File: config.mk
export PLATFORM = sky130hd
export DESIGN_NAME = lsu_mem_ctrl
export DESIGN_NICKNAME = d
export VERILOG_FILES = /design/src/rtl/lsu_mem_ctrl.sv
export SDC_FILE = /design/constraint.sdc
export NUM_CORES = 1
export LEC_CHECK = 0
export CAP_MARGIN = 20
export CORE_ASPECT_RATIO = 0.9
export CORE_MARGIN = 5
export CORE_UTILIZATION = 45
export DETAILED_ROUTE_END_ITERATION = 6
export PLACE_DENSITY_LB_ADDON = 0.1
export SYNTH_ARGS = -nofsm -noshare
export SYNTH_HDL_FRONTEND = slang
export SYNTH_SLANG_ARGS = --single-unit
export TNS_END_PERCENT = 5
File: constraint.sdc
create_clock -name clk_i -period 2.8 [get_ports clk_i]
set_input_delay 0.56 -clock clk_i [delete_from_list [all_inputs] [get_ports clk_i]]
set_output_delay 0.56 -clock clk_i [all_outputs]
set_load 0.03 [all_outputs]
File: src/rtl/lsu_mem_ctrl.sv
// Load/store initiator for the word-only data RAM: sub-word lane extraction, extension and read-modify-write.
// Optional misalignment checking is enabled with LSU_ALIGN_CHECK_EN; otherwise sub-word addresses are aligned down.
module lsu_mem_ctrl #(
    parameter int unsigned MEM_SIZE  = 512,
    parameter int unsigned WIDTH     = 32,
    parameter int unsigned IDX_WIDTH = 9
) (
    input  logic                   clk_i,
    input  logic                   rst_i,
    input  logic                   req_valid,
    output logic                   req_ready,
    input  logic                   req_we,
    input  logic [1:0]             req_size,
    input  logic                   req_signed,
    input  logic [IDX_WIDTH+1:0]   req_addr,
    input  logic [WIDTH-1:0]       req_wdata,
    output logic                   rsp_valid,
    output logic [WIDTH-1:0]       rsp_rdata,
    output logic                   rsp_err,
    output logic [IDX_WIDTH-1:0]   mem_addr,
    output logic [WIDTH-1:0]       mem_wdata,
    output logic                   mem_we,
    input  logic [WIDTH-1:0]       mem_rdata
);
    typedef enum logic [1:0] {IDLE = 2'd0, ACCESS = 2'd1, MERGE = 2'd2, RESP = 2'd3} state_e;

    if (WIDTH != 32) begin : g_bad_width
        $error("lsu_mem_ctrl: only WIDTH=32 is supported");
    end
    if (MEM_SIZE > (1 << IDX_WIDTH)) begin : g_bad_depth
        $error("lsu_mem_ctrl: MEM_SIZE exceeds the word-index range");
    end

    state_e                state_q, state_d;
    logic                  we_q, we_d;
    logic [1:0]            size_q, size_d;
    logic                  sgn_q, sgn_d;
    logic [1:0]            off_q, off_d;
    logic [15:0]           wdata_q, wdata_d;
    logic                  req_ready_q, req_ready_d;
    logic                  rsp_valid_q, rsp_valid_d;
    logic [WIDTH-1:0]      rsp_rdata_q, rsp_rdata_d;
    logic                  rsp_err_q, rsp_err_d;
    logic [IDX_WIDTH-1:0]  mem_addr_q, mem_addr_d;
    logic [WIDTH-1:0]      mem_wdata_q, mem_wdata_d;
    logic                  mem_we_q, mem_we_d;

    logic                  xfer_c;
    logic                  misalign_c;
    logic [IDX_WIDTH+1:0]  addr_eff_c;
    logic [7:0]            byte_c;
    logic [15:0]           half_c;
    logic [WIDTH-1:0]      load_c;
    logic [WIDTH-1:0]      merge_c;

    assign xfer_c = req_valid && req_ready_q;

    // Alignment policy for the incoming request
    always_comb begin
        addr_eff_c = req_addr;
        misalign_c = 1'b0;
`ifdef LSU_ALIGN_CHECK_EN
        misalign_c = ((req_size == 2'b01) && req_addr[0]) ||
                     (req_size[1] && (req_addr[1:0] != 2'b00));
`else
        if (req_size == 2'b01) begin
            addr_eff_c[0] = 1'b0;
        end else if (req_size[1]) begin
            addr_eff_c[1:0] = 2'b00;
        end
`endif
    end

    // Lane extraction for loads and lane replacement for sub-word stores
    always_comb begin
        byte_c  = mem_rdata[{off_q, 3'b000} +: 8];
        half_c  = mem_rdata[{off_q[1], 4'b0000} +: 16];
        merge_c = mem_rdata;
        case (size_q)
            2'b00:   begin
                load_c = {{(WIDTH-8){sgn_q & byte_c[7]}}, byte_c};
                merge_c[{off_q, 3'b000} +: 8] = wdata_q[7:0];
            end
            2'b01:   begin
                load_c = {{(WIDTH-16){sgn_q & half_c[15]}}, half_c};
                merge_c[{off_q[1], 4'b0000} +: 16] = wdata_q;
            end
            default: load_c = mem_rdata;
        endcase
    end

    always_ff @(posedge clk_i) begin
        if (rst_i) begin
            state_q <= IDLE;
        end else begin
            state_q <= state_d;
        end
    end

    always_comb begin
        state_d = state_q;
        case (state_q)
            IDLE:    if (xfer_c) state_d = misalign_c ? RESP : ACCESS;
            ACCESS:  state_d = (we_q && !size_q[1]) ? MERGE : RESP;
            MERGE:   state_d = RESP;
            default: state_d = IDLE;
        endcase
    end

    always_comb begin
        we_d        = we_q;
        size_d      = size_q;
        sgn_d       = sgn_q;
        off_d       = off_q;
        wdata_d     = wdata_q;
        rsp_rdata_d = rsp_rdata_q;
        rsp_err_d   = rsp_err_q;
        mem_addr_d  = mem_addr_q;
        mem_wdata_d = mem_wdata_q;
        mem_we_d    = 1'b0;
        req_ready_d = (state_d == IDLE);
        rsp_valid_d = (state_d == RESP);
        case (state_q)
            IDLE: begin
                if (xfer_c) begin
                    we_d       = req_we;
                    size_d     = req_size;
                    sgn_d      = req_signed;
                    off_d      = addr_eff_c[1:0];
                    wdata_d    = req_wdata[15:0];
                    mem_addr_d = addr_eff_c[IDX_WIDTH+1:2];
                    if (misalign_c) begin
                        rsp_rdata_d = '0;
                        rsp_err_d   = 1'b1;
                    end else if (req_we && req_size[1]) begin
                        mem_we_d    = 1'b1;
                        mem_wdata_d = req_wdata;
                    end
                end
            end
            ACCESS: begin
                rsp_err_d = 1'b0;
                if (!we_q) begin
                    rsp_rdata_d = load_c;
                end else if (size_q[1]) begin
                    rsp_rdata_d = '0;
                end else begin
                    mem_we_d    = 1'b1;
                    mem_wdata_d = merge_c;
                end
            end
            MERGE: begin
                rsp_rdata_d = '0;
                rsp_err_d   = 1'b0;
            end
            default: ;
        endcase
    end

    always_ff @(posedge clk_i) begin
        if (rst_i) begin
            we_q        <= 1'b0;
            size_q      <= 2'b00;
            sgn_q       <= 1'b0;
            off_q       <= 2'b00;
            wdata_q     <= '0;
            req_ready_q <= 1'b1;
            rsp_valid_q <= 1'b0;
            rsp_rdata_q <= '0;
            rsp_err_q   <= 1'b0;
            mem_addr_q  <= '0;
            mem_wdata_q <= '0;
            mem_we_q    <= 1'b0;
        end else begin
            we_q        <= we_d;
            size_q      <= size_d;
            sgn_q       <= sgn_d;
            off_q       <= off_d;
            wdata_q     <= wdata_d;
            req_ready_q <= req_ready_d;
            rsp_valid_q <= rsp_valid_d;
            rsp_rdata_q <= rsp_rdata_d;
            rsp_err_q   <= rsp_err_d;
            mem_addr_q  <= mem_addr_d;
            mem_wdata_q <= mem_wdata_d;
            mem_we_q    <= mem_we_d;
        end
    end

    assign req_ready = req_ready_q;
    assign rsp_valid = rsp_valid_q;
    assign rsp_rdata = rsp_rdata_q;
    assign rsp_err   = rsp_err_q;
    assign mem_addr  = mem_addr_q;
    assign mem_wdata = mem_wdata_q;
    assign mem_we    = mem_we_q;

endmodule

==> flow_summary.html, run 1 <==
<table>
<tr><th>Metric</th><th>Value</th></tr>
<tr><th colspan="2">Status</th></tr>
<tr><td>Result of the run</td><td>complete, no violations</td></tr>
<tr><th colspan="2">Pwr</th></tr>
<tr><td>Power density over the cells</td><td>around 880 nW/um^2</td></tr>
<tr><td>Leak pwr</td><td>approximately 2.6 nW</td></tr>
<tr><td>Maximum vdd ir drop</td><td>between 400 and 500 uV</td></tr>
<tr><th colspan="2">CTS</th></tr>
<tr><td>Number of H-tree levels</td><td>3</td></tr>
<tr><td>Sink Count</td><td>100</td></tr>
<tr><td>CTS tree</td><td>built</td></tr>
<tr><td>Hold-fix buffers at CTS</td><td>0</td></tr>
<tr><td>Number of setup buffers added after CTS</td><td>0</td></tr>
<tr><td>Clock Pin Slew Worst Setup and Hold Paths</td><td>0.07 ns</td></tr>
<tr><td>Max clock buf depth</td><td>2</td></tr>
<tr><td>Clock buffer count from CTS</td><td>9</td></tr>
<tr><td>Root Driver</td><td>clkbuf_16</td></tr>
<tr><td>Count of instances resized after the clock tree is built</td><td>0</td></tr>
<tr><td>Insertion delay to the later sink of the worst-skew pair</td><td>about 0.35 ns</td></tr>
<tr><th colspan="2">STA</th></tr>
<tr><td>Relative slew slack</td><td>0.4762</td></tr>
<tr><td>Number of slew-limit violations in the final report</td><td>0</td></tr>
<tr><td>Final critical delay including setup and external delays</td><td>2.407 ns</td></tr>
<tr><td>Share of the clock period used by the worst path</td><td>0.8597</td></tr>
<tr><td>Timing-limited maximum frequency</td><td>between 0.4 and 0.5 GHz</td></tr>
<tr><td>Total of endpoints with negative setup slack in the final report</td><td>0</td></tr>
<tr><td>Slew of the pin with the lowest slew margin</td><td>between 0.7 and 0.8 ns</td></tr>
<tr><td>Final hold violation count</td><td>0</td></tr>
<tr><td>RSZ-0062 raised after global routing</td><td>false</td></tr>
<tr><td>Post-route setup TNS</td><td>0 ns</td></tr>
<tr><td>Final Hold Slack</td><td>about 0.45 ns</td></tr>
<tr><td>Clock skew</td><td>between 0.006 and 0.007 ns</td></tr>
<tr><th colspan="2">Global routing</th></tr>
<tr><td>Remaining global-route overflow</td><td>0</td></tr>
<tr><td>Number of antenna violations at the first check in global routing</td><td>0</td></tr>
<tr><td>Gr usage total</td><td>0.2423</td></tr>
<tr><td>Maximum number of pins on one net before global-route repair</td><td>84</td></tr>
<tr><td>Via count of the first global-routing pass</td><td>slightly above 5000</td></tr>
<tr><td>Global-route wire length before repair</td><td>between 20000 and 30000 microns</td></tr>
<tr><th colspan="2">Route</th></tr>
<tr><td>Antenna-violating nets left</td><td>0</td></tr>
<tr><td>Wire length on met2</td><td>~7600 microns</td></tr>
<tr><td>Post-route met1 wirelength</td><td>between 7000 and 8000 microns</td></tr>
<tr><td>Routed vias</td><td>5336</td></tr>
<tr><td>Amount of wire on met3 after detailed routing</td><td>roughly 1800 microns</td></tr>
<tr><td>DR WL/cell</td><td>about 19 microns</td></tr>
<tr><td>Detailed-router iteration count before antenna repair</td><td>5</td></tr>
<tr><td>Highest routing layer actually used</td><td>met4</td></tr>
<tr><td>Total Routed Length</td><td>around 17000 microns</td></tr>
<tr><td>Detailed-route vias per instance</td><td>~5.7</td></tr>
<tr><td>Drt drc</td><td>0</td></tr>
<tr><td>DRC violation total after the first TritonRoute iteration</td><td>421</td></tr>
<tr><th colspan="2">Setup path</th></tr>
<tr><td>Endpoint required time on the critical path</td><td>3.04 ns</td></tr>
<tr><td>Crit path launch</td><td>state_q[0]</td></tr>
<tr><td>Crit end category</td><td>flip-flop</td></tr>
<tr><td>Worst reg2reg setup slack</td><td>about 0.39 ns</td></tr>
<tr><td>Highest net fanout along the worst path</td><td>18</td></tr>
<tr><td>Worst flop-to-flop path endpoint</td><td>mem_wdata[18]</td></tr>
<tr><td>Arrival time at the worst endpoint</td><td>around 2.6 ns</td></tr>
<tr><td>Setup Crit Path Kind</td><td>reg -&gt; reg</td></tr>
<tr><td>Reg-to-reg startpoint</td><td>state_q[0]</td></tr>
<tr><td>Reg2Reg Depth</td><td>6</td></tr>
<tr><td>Critical path launch point type</td><td>flip-flop</td></tr>
<tr><th colspan="2">Finish</th></tr>
<tr><td>Area of all placed cells without fillers</td><td>between 7000 and 8000 sq um</td></tr>
<tr><td>Fraction of final layout cells with drive strength greater than 1</td><td>0.07374</td></tr>
<tr><td>Final core utilization</td><td>0.6326</td></tr>
<tr><td>Number of nets in the layout</td><td>about 860</td></tr>
<tr><td>Most frequent standard cell in the layout excluding fill and tap cells</td><td>clkdlybuf4s50_1</td></tr>
<tr><td>Total inserted antenna cells</td><td>0</td></tr>
<tr><td>Non-filler cells, final</td><td>just over 900</td></tr>
<tr><td>Top library cells by usage in the layout, fill and taps aside</td><td>clkdlybuf4s50_1, dfxtp_1, nand2_1</td></tr>
<tr><td>Area delta synth-&gt;final</td><td>37.71%</td></tr>
<tr><th colspan="2">Floorplan</th></tr>
<tr><td>Floorplan Core Area</td><td>11430 sq um</td></tr>
<tr><td>Ports placed on the boundary</td><td>between 150 and 200</td></tr>
<tr><td>Site row count</td><td>37</td></tr>
<tr><td>Die area</td><td>between 10000 and 15000 sq um</td></tr>
<tr><td>Die span in x</td><td>around 120 microns</td></tr>
<tr><td>Die outline height</td><td>about 110 microns</td></tr>
<tr><td>Initial core utilization</td><td>0.4594</td></tr>
<tr><th colspan="2">Flow run</th></tr>
<tr><td>Max Cap Viol</td><td>0</td></tr>
<tr><th colspan="2">Placed design</th></tr>
<tr><td>Cell total after placement</td><td>912</td></tr>
<tr><td>Final weighted congestion of routability-driven global placement</td><td>0.9610</td></tr>
<tr><td>Total placed instance area</td><td>~6900 sq um</td></tr>
<tr><td>Quantity of I/O buffers inserted on ports</td><td>between 150 and 200</td></tr>
<tr><td>HPWL reported at the end of detailed placement</td><td>roughly 13000 microns</td></tr>
<tr><th colspan="2">Logic synthesis</th></tr>
<tr><td>Synth Instances</td><td>~630</td></tr>
<tr><td>EDFF count, synth</td><td>0</td></tr>
<tr><td>Syn_nets</td><td>approximately 730</td></tr>
<tr><td>Post-Syn Area</td><td>about 5300 sq um</td></tr>
<tr><td>Fraction of registers with async set or reset after synthesis</td><td>0</td></tr>
<tr><td>Mean post-synth cell area</td><td>slightly above 8 sq um</td></tr>
<tr><td>Number of synthesis warnings</td><td>0</td></tr>
<tr><td>Synth unique cells</td><td>56</td></tr>
<tr><td>Post-synthesis register bit count</td><td>100</td></tr>
<tr><td>Main flop type after synthesis</td><td>dfxtp_1</td></tr>
<tr><td>Share of synthesized area occupied by flip-flops and latches</td><td>0.3811</td></tr>
<tr><th colspan="2">Worst hold path</th></tr>
<tr><td>Kind of path behind the tightest hold check</td><td>reg -&gt; reg</td></tr>
<tr><td>Hold path startpoint</td><td>rsp_rdata[7]</td></tr>
<tr><td>Worst Hold Endpoint</td><td>rsp_rdata[7]</td></tr>
<tr><td>Hold Crit Depth</td><td>2</td></tr>
</table>
## flip-flops by register name (all words and copies together), names as in the netlist
signal / cells
mem_addr: 9
mem_wdata: 32
mem_we: 1
off_q: 2
req_ready: 1
rsp_rdata: 32
rsp_valid: 1
sgn_q: 1
size_q: 2
state_q: 2
wdata_q: 16
we_q: 1
## cell families after synthesis
| family | share of synthesized area |
|---|---|
| fa+ha+maj | 0.02144 |
| buf+inv | 0.06527 |
| flops | 0.3811 |
| mux | 0.02501 |
| simple gates | 0.2277 |
| compound gates | 0.2787 |
| other cells | 0.0007139 |
## power breakdown
group | internal (W) | leakage (nW) | switching, W | total [W]
clock | 0.000644 | 0.139 | 0.000580 | 0.00122
sequential | 0.00179 | 0.814 | 0.000278 | 0.00207
combinational | 0.00121 | 1.65 | 0.00187 | 0.00308
total | 0.00364 | 2.61 | 0.00273 | 0.00637
## worst max path at each step
stage / to / slack, ns / depth (start not counted)
after floorplan: mem_wdata[0] / 0.31 / 9
after global placement: rsp_rdata[28] / 0.09 / 5
after detailed placement: rsp_rdata[20] / -0.01 / 5
after CTS: rsp_rdata[20] / 0.34 / 5
after global routing: mem_wdata[18] / 0.24 / 6
final: mem_wdata[18] / 0.39 / 6
## per-stage QoR
stage | worst slack (ns) | total power (W)
after global placement | 0.09348 | 0.005097
after floorplan | 0.3101 | 0.003978
after CTS | 0.3372 | 0.006399
final | 0.3928 | 0.006370
after global routing | 0.2369 | 0.006738
after detailed placement | -0.01412 | 0.005152
## layer usage
metal,track usage,up-vias
li1,-,2554
met1,0.3376,2521
met2,0.3643,242
met3,0.07456,19
met4,0.05978,0
met5,0,-
## area by class of cell
class / count / area (sq um)
clock inverters: 6 / 55.05
clock buffers: 10 / 239.0
flip-flops and latches: 100 / 2002
inverters: 31 / 116.4
well taps: 156 / 195.2
repair buffers: 175 / 1714
multi-input cells: 451 / 2912
fillers: 1066 / 4202
## synthesized netlist by cell type, types with 3 or more instances
cell type,count,share of area
a21o_1,3,0.0043
a21oi_1,36,0.034
a221oi_1,25,0.042
a22o_1,7,0.012
a22oi_1,7,0.010
a32o_1,10,0.019
and2_1,13,0.015
buf_1,5,0.0036
buf_2,16,0.015
clkbuf_1,29,0.021
dfxtp_1,100,0.38
ha_1,9,0.021
inv_1,30,0.021
mux2i_1,12,0.023
nand2_1,90,0.064
nand2b_1,12,0.014
nand3_1,3,0.0029
nand3b_1,26,0.037
nor2_1,48,0.034
nor2b_1,20,0.024
o21ai_0,47,0.045
o22ai_1,7,0.0083
o2bb2ai_1,13,0.022
o41ai_1,20,0.033
o41ai_2,9,0.028
## critical path: stages (launching register included)
cell,delay [ns]
dfxtp_1,0.38
ha_1,0.57
clkinv_1,0.13
buf_4,0.23
a211oi_2,0.50
o2bb2ai_1,0.19
a32o_1,0.28
(Power assumes the default switching activity.)
==> run 2, diff against run 1 <==
--- a/config.mk
+++ b/config.mk
@@ -10,6 +10,7 @@
 export CORE_MARGIN = 5
 export CORE_UTILIZATION = 45
 export DETAILED_ROUTE_END_ITERATION = 6
+export MAX_ROUTING_LAYER = met4
 export PLACE_DENSITY_LB_ADDON = 0.1
 export SYNTH_ARGS = -nofsm -noshare
 export SYNTH_HDL_FRONTEND = slang
==> flow_summary.html, run 2 (synthesized netlist as in run 1, its figures left out) <==
<table>
<tr><th>Metric</th><th>Value</th></tr>
<tr><th colspan="2">Status</th></tr>
<tr><td>Result of the run</td><td>complete, no violations</td></tr>
<tr><th colspan="2">STA</th></tr>
<tr><td>Final hold violation count</td><td>0</td></tr>
<tr><td>Final critical delay including setup and external delays</td><td>2.574 ns</td></tr>
<tr><td>Relative slew slack</td><td>0.4519</td></tr>
<tr><td>Total of endpoints with negative setup slack in the final report</td><td>0</td></tr>
<tr><td>Clock skew</td><td>~0.0068 ns</td></tr>
<tr><td>Share of the clock period used by the worst path</td><td>0.9192</td></tr>
<tr><td>Slew of the pin with the lowest slew margin</td><td>a little over 0.8 ns</td></tr>
<tr><td>Number of slew-limit violations in the final report</td><td>0</td></tr>
<tr><td>RSZ-0062 raised after global routing</td><td>false</td></tr>
<tr><td>Post-route setup TNS</td><td>0 ns</td></tr>
<tr><td>Timing-limited maximum frequency</td><td>0.3885 GHz</td></tr>
<tr><th colspan="2">Pwr</th></tr>
<tr><td>Sequential group share of total power</td><td>0.327</td></tr>
<tr><td>Overall power after layout</td><td>0.006453 W</td></tr>
<tr><td>Leak pwr</td><td>2.601 nW</td></tr>
<tr><td>Maximum vdd ir drop</td><td>between 500 and 600 uV</td></tr>
<tr><td>Clock network fraction of total power</td><td>0.201</td></tr>
<tr><td>Power density over the cells</td><td>between 800 and 900 nW/um^2</td></tr>
<tr><td>P_int</td><td>0.003716 W</td></tr>
<tr><td>Switching Fraction</td><td>0.4241</td></tr>
<tr><td>Part of the total power dissipated in combinational logic</td><td>0.472</td></tr>
<tr><td>P_sw</td><td>~0.0027 W</td></tr>
<tr><th colspan="2">Finish</th></tr>
<tr><td>Most frequent standard cell in the layout excluding fill and tap cells</td><td>clkdlybuf4s50_1</td></tr>
<tr><td>Area delta synth-&gt;final</td><td>37.54%</td></tr>
<tr><td>Number of nets in the layout</td><td>around 860</td></tr>
<tr><td>Total inserted antenna cells</td><td>0</td></tr>
<tr><td>Non-filler cells, final</td><td>slightly above 900</td></tr>
<tr><td>Top library cells by usage in the layout, fill and taps aside</td><td>clkdlybuf4s50_1, dfxtp_1, nand2_1</td></tr>
<tr><td>Fraction of final layout cells with drive strength greater than 1</td><td>0.07013</td></tr>
<tr><th colspan="2">Setup path</th></tr>
<tr><td>Setup Crit Path Kind</td><td>reg -&gt; reg</td></tr>
<tr><td>Critical path launch point type</td><td>flip-flop</td></tr>
<tr><td>Reg-to-reg startpoint</td><td>off_q[0]</td></tr>
<tr><td>Endpoint required time on the critical path</td><td>3.05 ns</td></tr>
<tr><td>Arrival time at the worst endpoint</td><td>2.82 ns</td></tr>
<tr><td>Highest net fanout along the worst path</td><td>14</td></tr>
<tr><td>Crit path launch</td><td>off_q[0]</td></tr>
<tr><td>Crit end category</td><td>flip-flop</td></tr>
<tr><th colspan="2">Global routing</th></tr>
<tr><td>Global-route wire length before repair</td><td>between 20000 and 30000 microns</td></tr>
<tr><td>Number of antenna violations at the first check in global routing</td><td>0</td></tr>
<tr><td>Maximum number of pins on one net before global-route repair</td><td>84</td></tr>
<tr><td>Gr usage total</td><td>0.2624</td></tr>
<tr><td>Remaining global-route overflow</td><td>0</td></tr>
<tr><td>Via count of the first global-routing pass</td><td>roughly 5100</td></tr>
<tr><th colspan="2">CTS</th></tr>
<tr><td>Count of instances resized after the clock tree is built</td><td>0</td></tr>
<tr><td>Number of H-tree levels</td><td>3</td></tr>
<tr><td>Insertion delay to the later sink of the worst-skew pair</td><td>between 0.3 and 0.4 ns</td></tr>
<tr><td>Max clock buf depth</td><td>2</td></tr>
<tr><td>Sink Count</td><td>100</td></tr>
<tr><td>Clock Pin Slew Worst Setup and Hold Paths</td><td>roughly 0.070 ns</td></tr>
<tr><td>Root Driver</td><td>clkbuf_16</td></tr>
<tr><td>Number of setup buffers added after CTS</td><td>0</td></tr>
<tr><td>CTS tree</td><td>built</td></tr>
<tr><td>Hold-fix buffers at CTS</td><td>0</td></tr>
<tr><td>Clock buffer count from CTS</td><td>9</td></tr>
<tr><th colspan="2">Worst hold path</th></tr>
<tr><td>Hold path startpoint</td><td>rsp_rdata[7]</td></tr>
<tr><td>Kind of path behind the tightest hold check</td><td>reg -&gt; reg</td></tr>
<tr><th colspan="2">Floorplan</th></tr>
<tr><td>Initial core utilization</td><td>0.4594</td></tr>
<tr><td>Die outline height</td><td>between 100 and 150 microns</td></tr>
<tr><td>Die span in x</td><td>approximately 120 microns</td></tr>
<tr><td>Site row count</td><td>37</td></tr>
<tr><td>Die area</td><td>roughly 14000 sq um</td></tr>
<tr><td>Floorplan Core Area</td><td>roughly 11000 sq um</td></tr>
<tr><td>Ports placed on the boundary</td><td>around 160</td></tr>
<tr><th colspan="2">Flow run</th></tr>
<tr><td>Max Cap Viol</td><td>0</td></tr>
<tr><th colspan="2">Route</th></tr>
<tr><td>Total Routed Length</td><td>roughly 18000 microns</td></tr>
<tr><td>Drt drc</td><td>0</td></tr>
<tr><td>Detailed-router iteration count before antenna repair</td><td>5</td></tr>
<tr><td>Routed vias</td><td>around 5300</td></tr>
<tr><td>Antenna-violating nets left</td><td>0</td></tr>
<tr><td>Detailed-route vias per instance</td><td>between 5 and 6</td></tr>
<tr><td>DRC violation total after the first TritonRoute iteration</td><td>582</td></tr>
<tr><td>DR WL/cell</td><td>approximately 19 microns</td></tr>
<tr><th colspan="2">Placed design</th></tr>
<tr><td>HPWL reported at the end of detailed placement</td><td>between 10000 and 15000 microns</td></tr>
<tr><td>Cell total after placement</td><td>910</td></tr>
<tr><td>Quantity of I/O buffers inserted on ports</td><td>roughly 160</td></tr>
<tr><td>Final weighted congestion of routability-driven global placement</td><td>between 0.9 and 1</td></tr>
</table>
[run 2: cell count changes in the layout (fill, tap and decap cells not counted)]
cell,previous run,this run
clkbuf_4,1,0
bufinv_16,0,1
inv_6,1,3
clkinvlp_4,2,1
clkinv_4,1,0
inv_8,2,0
clkinv_2,0,1
buf_4,16,14
[run 2: final cells by class]
class	instances	area (sq um)
Fill cell	1005	4210
Clock inverter	6	68.82
Multi-Input combinational cell	451	2912
Clock buffer	10	239.0
Tap cell	156	195.2
Timing Repair Buffer	172	1692
Inverter	31	116.4
Sequential cell	100	2002
[run 2: power by group through the flow]
| stage | combinational (W) | sequential, W | clock [W] |
|---|---|---|---|
| 2_1_floorplan | 0.00140 | 0.00258 | 0 |
| 3_3_place_gp | 0.00299 | 0.00213 | 0 |
| 3_5_place_dp | 0.00303 | 0.00212 | 0 |
| 4_1_cts | 0.00305 | 0.00210 | 0.00132 |
| 5_1_grt | 0.00327 | 0.00216 | 0.00137 |
| 6_report | 0.00304 | 0.00211 | 0.00130 |
[run 2: stage by stage]
step	cell area, sq um	hold WS [ns]	utilization	worst slack [ns]
floorplan	5253	0.4368	-	0.3101
global placement	6917	0.4338	0.6049	0.3999
detailed placement	6917	0.4348	0.6049	0.2963
CTS	7224	0.4458	0.6318	0.2550
global route	7224	0.4706	0.6318	0.04135
finish	7224	0.4443	0.6318	0.2261
[run 2: path summary, 6_finish.rpt]
path             endpoint  slack (ns)  cells after the start
min reg2reg  rsp_rdata[7]        0.44                      2
max reg2reg  mem_wdata[0]        0.23                      6
min          rsp_rdata[7]        0.44                      2
max          mem_wdata[0]        0.23                      6
[run 2: critical path: stages (launching register included)]
cell and delay (ns):
dfxtp_1 0.60, inv_1 0.21, ha_1 0.39, or4b_4 0.51, a21oi_4 0.29, a221oi_1 0.16, o41ai_2 0.31
[run 2: metal layers]
| layer | GRT usage | vias up | wire length, microns |
|---|---|---|---|
| met5 | - | - | 0 |
| met1 | 0.3670 | 2506 | 7966 |
| met3 | 0.06801 | 18 | 1897 |
| met2 | 0.3816 | 275 | 7847 |
| li1 | - | 2547 | - |
| met4 | 0.05387 | 0 | 221 |
==> run 3, diff against run 2 <==
==> constraint.sdc (replaced) <==
create_clock -name clk_i -period 3.1 [get_ports clk_i]
set_input_delay 0.62 -clock clk_i [delete_from_list [all_inputs] [get_ports clk_i]]
set_output_delay 0.62 -clock clk_i [all_outputs]
set_load 0.03 [all_outputs]
==> flow_summary.html, run 3 (synthesized netlist as in run 1, its figures left out) <==
<table>
<tr><th>Metric</th><th>Value</th></tr>
<tr><th colspan="2">Status</th></tr>
<tr><td>Result of the run</td><td>complete, no violations</td></tr>
<tr><th colspan="2">Placed design</th></tr>
<tr><td>HPWL reported at the end of detailed placement</td><td>around 13000 microns</td></tr>
<tr><td>Worst setup slack before clock tree synthesis</td><td>about 0.53 ns</td></tr>
<tr><td>Quantity of I/O buffers inserted on ports</td><td>around 160</td></tr>
<tr><td>Total placed instance area</td><td>between 6000 and 7000 sq um</td></tr>
<tr><td>Final weighted congestion of routability-driven global placement</td><td>between 0.8 and 0.9</td></tr>
<tr><td>Cell total after placement</td><td>slightly above 900</td></tr>
<tr><th colspan="2">Route</th></tr>
<tr><td>Detailed-route vias per instance</td><td>between 5 and 6</td></tr>
<tr><td>DRC violation total after the first TritonRoute iteration</td><td>585</td></tr>
<tr><td>Antenna-violating nets left</td><td>0</td></tr>
<tr><td>Amount of wire on met3 after detailed routing</td><td>1731 microns</td></tr>
<tr><td>Routed vias</td><td>between 5000 and 6000</td></tr>
<tr><td>Total Routed Length</td><td>roughly 18000 microns</td></tr>
<tr><td>Drt drc</td><td>0</td></tr>
<tr><td>Detailed-router iteration count before antenna repair</td><td>5</td></tr>
<tr><td>Wire length on met2</td><td>approximately 7600 microns</td></tr>
<tr><td>DR WL/cell</td><td>approximately 19 microns</td></tr>
<tr><td>Highest routing layer actually used</td><td>met4</td></tr>
<tr><td>Post-route met1 wirelength</td><td>approximately 8000 microns</td></tr>
<tr><th colspan="2">Finish</th></tr>
<tr><td>Top library cells by usage in the layout, fill and taps aside</td><td>clkdlybuf4s50_1, dfxtp_1, nand2_1</td></tr>
<tr><td>Fraction of final layout cells with drive strength greater than 1</td><td>0.06892</td></tr>
<tr><td>Total inserted antenna cells</td><td>0</td></tr>
<tr><td>Non-filler cells, final</td><td>between 900 and 1000</td></tr>
<tr><td>Most frequent standard cell in the layout excluding fill and tap cells</td><td>clkdlybuf4s50_1</td></tr>
<tr><td>Area of all placed cells without fillers</td><td>slightly above 7000 sq um</td></tr>
<tr><td>Number of nets in the layout</td><td>~860</td></tr>
<tr><td>Area delta synth-&gt;final</td><td>37.45%</td></tr>
<tr><th colspan="2">Global routing</th></tr>
<tr><td>Maximum number of pins on one net before global-route repair</td><td>84</td></tr>
<tr><td>Number of antenna violations at the first check in global routing</td><td>0</td></tr>
<tr><td>Global-route wire length before repair</td><td>27810 microns</td></tr>
<tr><td>Via count of the first global-routing pass</td><td>5076</td></tr>
<tr><td>Gr usage total</td><td>0.2618</td></tr>
<tr><td>Remaining global-route overflow</td><td>0</td></tr>
<tr><th colspan="2">CTS</th></tr>
<tr><td>Number of H-tree levels</td><td>3</td></tr>
<tr><td>Number of setup buffers added after CTS</td><td>0</td></tr>
<tr><td>Clock buffer count from CTS</td><td>9</td></tr>
<tr><td>CTS tree</td><td>built</td></tr>
<tr><td>Clock Pin Slew Worst Setup and Hold Paths</td><td>roughly 0.070 ns</td></tr>
<tr><td>Sink Count</td><td>100</td></tr>
<tr><td>Insertion delay to the later sink of the worst-skew pair</td><td>~0.35 ns</td></tr>
<tr><td>Root Driver</td><td>clkbuf_16</td></tr>
<tr><td>Count of instances resized after the clock tree is built</td><td>0</td></tr>
<tr><td>Max clock buf depth</td><td>2</td></tr>
<tr><td>Hold-fix buffers at CTS</td><td>0</td></tr>
<tr><th colspan="2">STA</th></tr>
<tr><td>Total of endpoints with negative setup slack in the final report</td><td>0</td></tr>
<tr><td>Setup slack after layout</td><td>between 0.5 and 0.6 ns</td></tr>
<tr><td>Relative slew slack</td><td>0.4303</td></tr>
<tr><td>Post-route setup TNS</td><td>0 ns</td></tr>
<tr><td>Timing-limited maximum frequency</td><td>0.3849 GHz</td></tr>
<tr><td>Share of the clock period used by the worst path</td><td>0.8381</td></tr>
<tr><td>Clock skew</td><td>0.009287 ns</td></tr>
<tr><td>Final hold violation count</td><td>0</td></tr>
<tr><td>Number of slew-limit violations in the final report</td><td>0</td></tr>
<tr><td>Slew of the pin with the lowest slew margin</td><td>0.8533 ns</td></tr>
<tr><td>Final critical delay including setup and external delays</td><td>between 2 and 3 ns</td></tr>
<tr><td>RSZ-0062 raised after global routing</td><td>false</td></tr>
<tr><th colspan="2">Floorplan</th></tr>
<tr><td>Initial core utilization</td><td>0.4594</td></tr>
<tr><td>Die outline height</td><td>112.5 microns</td></tr>
<tr><td>Die span in x</td><td>123.9 microns</td></tr>
<tr><td>Site row count</td><td>37</td></tr>
<tr><td>Die area</td><td>approximately 14000 sq um</td></tr>
<tr><td>Ports placed on the boundary</td><td>around 160</td></tr>
<tr><td>Floorplan Core Area</td><td>approximately 11000 sq um</td></tr>
<tr><th colspan="2">Setup path</th></tr>
<tr><td>Worst reg2reg setup slack</td><td>0.50 ns</td></tr>
<tr><td>Critical path launch point type</td><td>flip-flop</td></tr>
<tr><td>Highest net fanout along the worst path</td><td>14</td></tr>
<tr><td>Arrival time at the worst endpoint</td><td>roughly 2.9 ns</td></tr>
<tr><td>Crit end category</td><td>flip-flop</td></tr>
<tr><td>Endpoint required time on the critical path</td><td>between 3 and 4 ns</td></tr>
<tr><td>Setup Crit Path Kind</td><td>reg -&gt; reg</td></tr>
<tr><th colspan="2">Pwr</th></tr>
<tr><td>Power density over the cells</td><td>about 810 nW/um^2</td></tr>
<tr><td>Maximum vdd ir drop</td><td>roughly 710 uV</td></tr>
<tr><td>Leak pwr</td><td>~2.6 nW</td></tr>
<tr><td>Overall power after layout</td><td>0.005874 W</td></tr>
<tr><th colspan="2">Worst hold path</th></tr>
<tr><td>Kind of path behind the tightest hold check</td><td>reg -&gt; reg</td></tr>
<tr><th colspan="2">Flow run</th></tr>
<tr><td>Max Cap Viol</td><td>0</td></tr>
</table>
run 3: changes by cell type in the layout (fill, tap and decap cells not counted), sizes merged:
cell,delta
buf,-1
bufinv,+1
clkbuf,-1
clkinv,+1
inv,-1
run 3: power by group:
| part | leakage (nW) | switching (W) | internal [W] |
|---|---|---|---|
| Sequential | 0.814 | 0.000294 | 0.00162 |
| Clock | 0.158 | 0.000518 | 0.000714 |
| Combinational | 1.63 | 0.00166 | 0.00107 |
| Total | 2.60 | 0.00247 | 0.00340 |
run 3: metal layers:
metal / vias to the layer above / global-route usage
met5: - / -
met4: 0 / 0.05978
met3: 26 / 0.05239
met2: 259 / 0.3719
met1: 2472 / 0.3806
li1: 2545 / -
run 3: area by class of cell:
| cell class | count | area [sq um] |
|---|---|---|
| timing repair buffer | 171 | 1672 |
| inverter | 31 | 116.4 |
| fill | 1037 | 4215 |
| multi-input combinational | 451 | 2912 |
| clock buffer | 9 | 225.2 |
| clock inverter | 7 | 97.59 |
| tap | 156 | 195.2 |
| sequential | 100 | 2002 |
run 3: path summary, 6_finish.rpt:
kind | start | to | depth (start not counted)
hold / removal | rsp_rdata[7] | rsp_rdata[7] | 2
hold reg to reg | rsp_rdata[7] | rsp_rdata[7] | 2
setup reg to reg | off_q[0] | mem_wdata[2] | 6
setup / recovery | off_q[0] | mem_wdata[2] | 6
run 3: critical path, stage by stage, from the launching register on:
cell	delay, ns
dfxtp_1	0.61
inv_1	0.22
ha_1	0.39
or4b_4	0.51
a21oi_4	0.29
a221oi_1	0.17
o41ai_2	0.31
run 3: metrics by stage:
step | util | hold slack (ns)
floorplan | - | 0.4368
global placement | 0.6031 | 0.4333
detailed placement | 0.6031 | 0.4379
CTS | 0.6314 | 0.4485
global route | 0.6314 | 0.4792
finish | 0.6314 | 0.4459
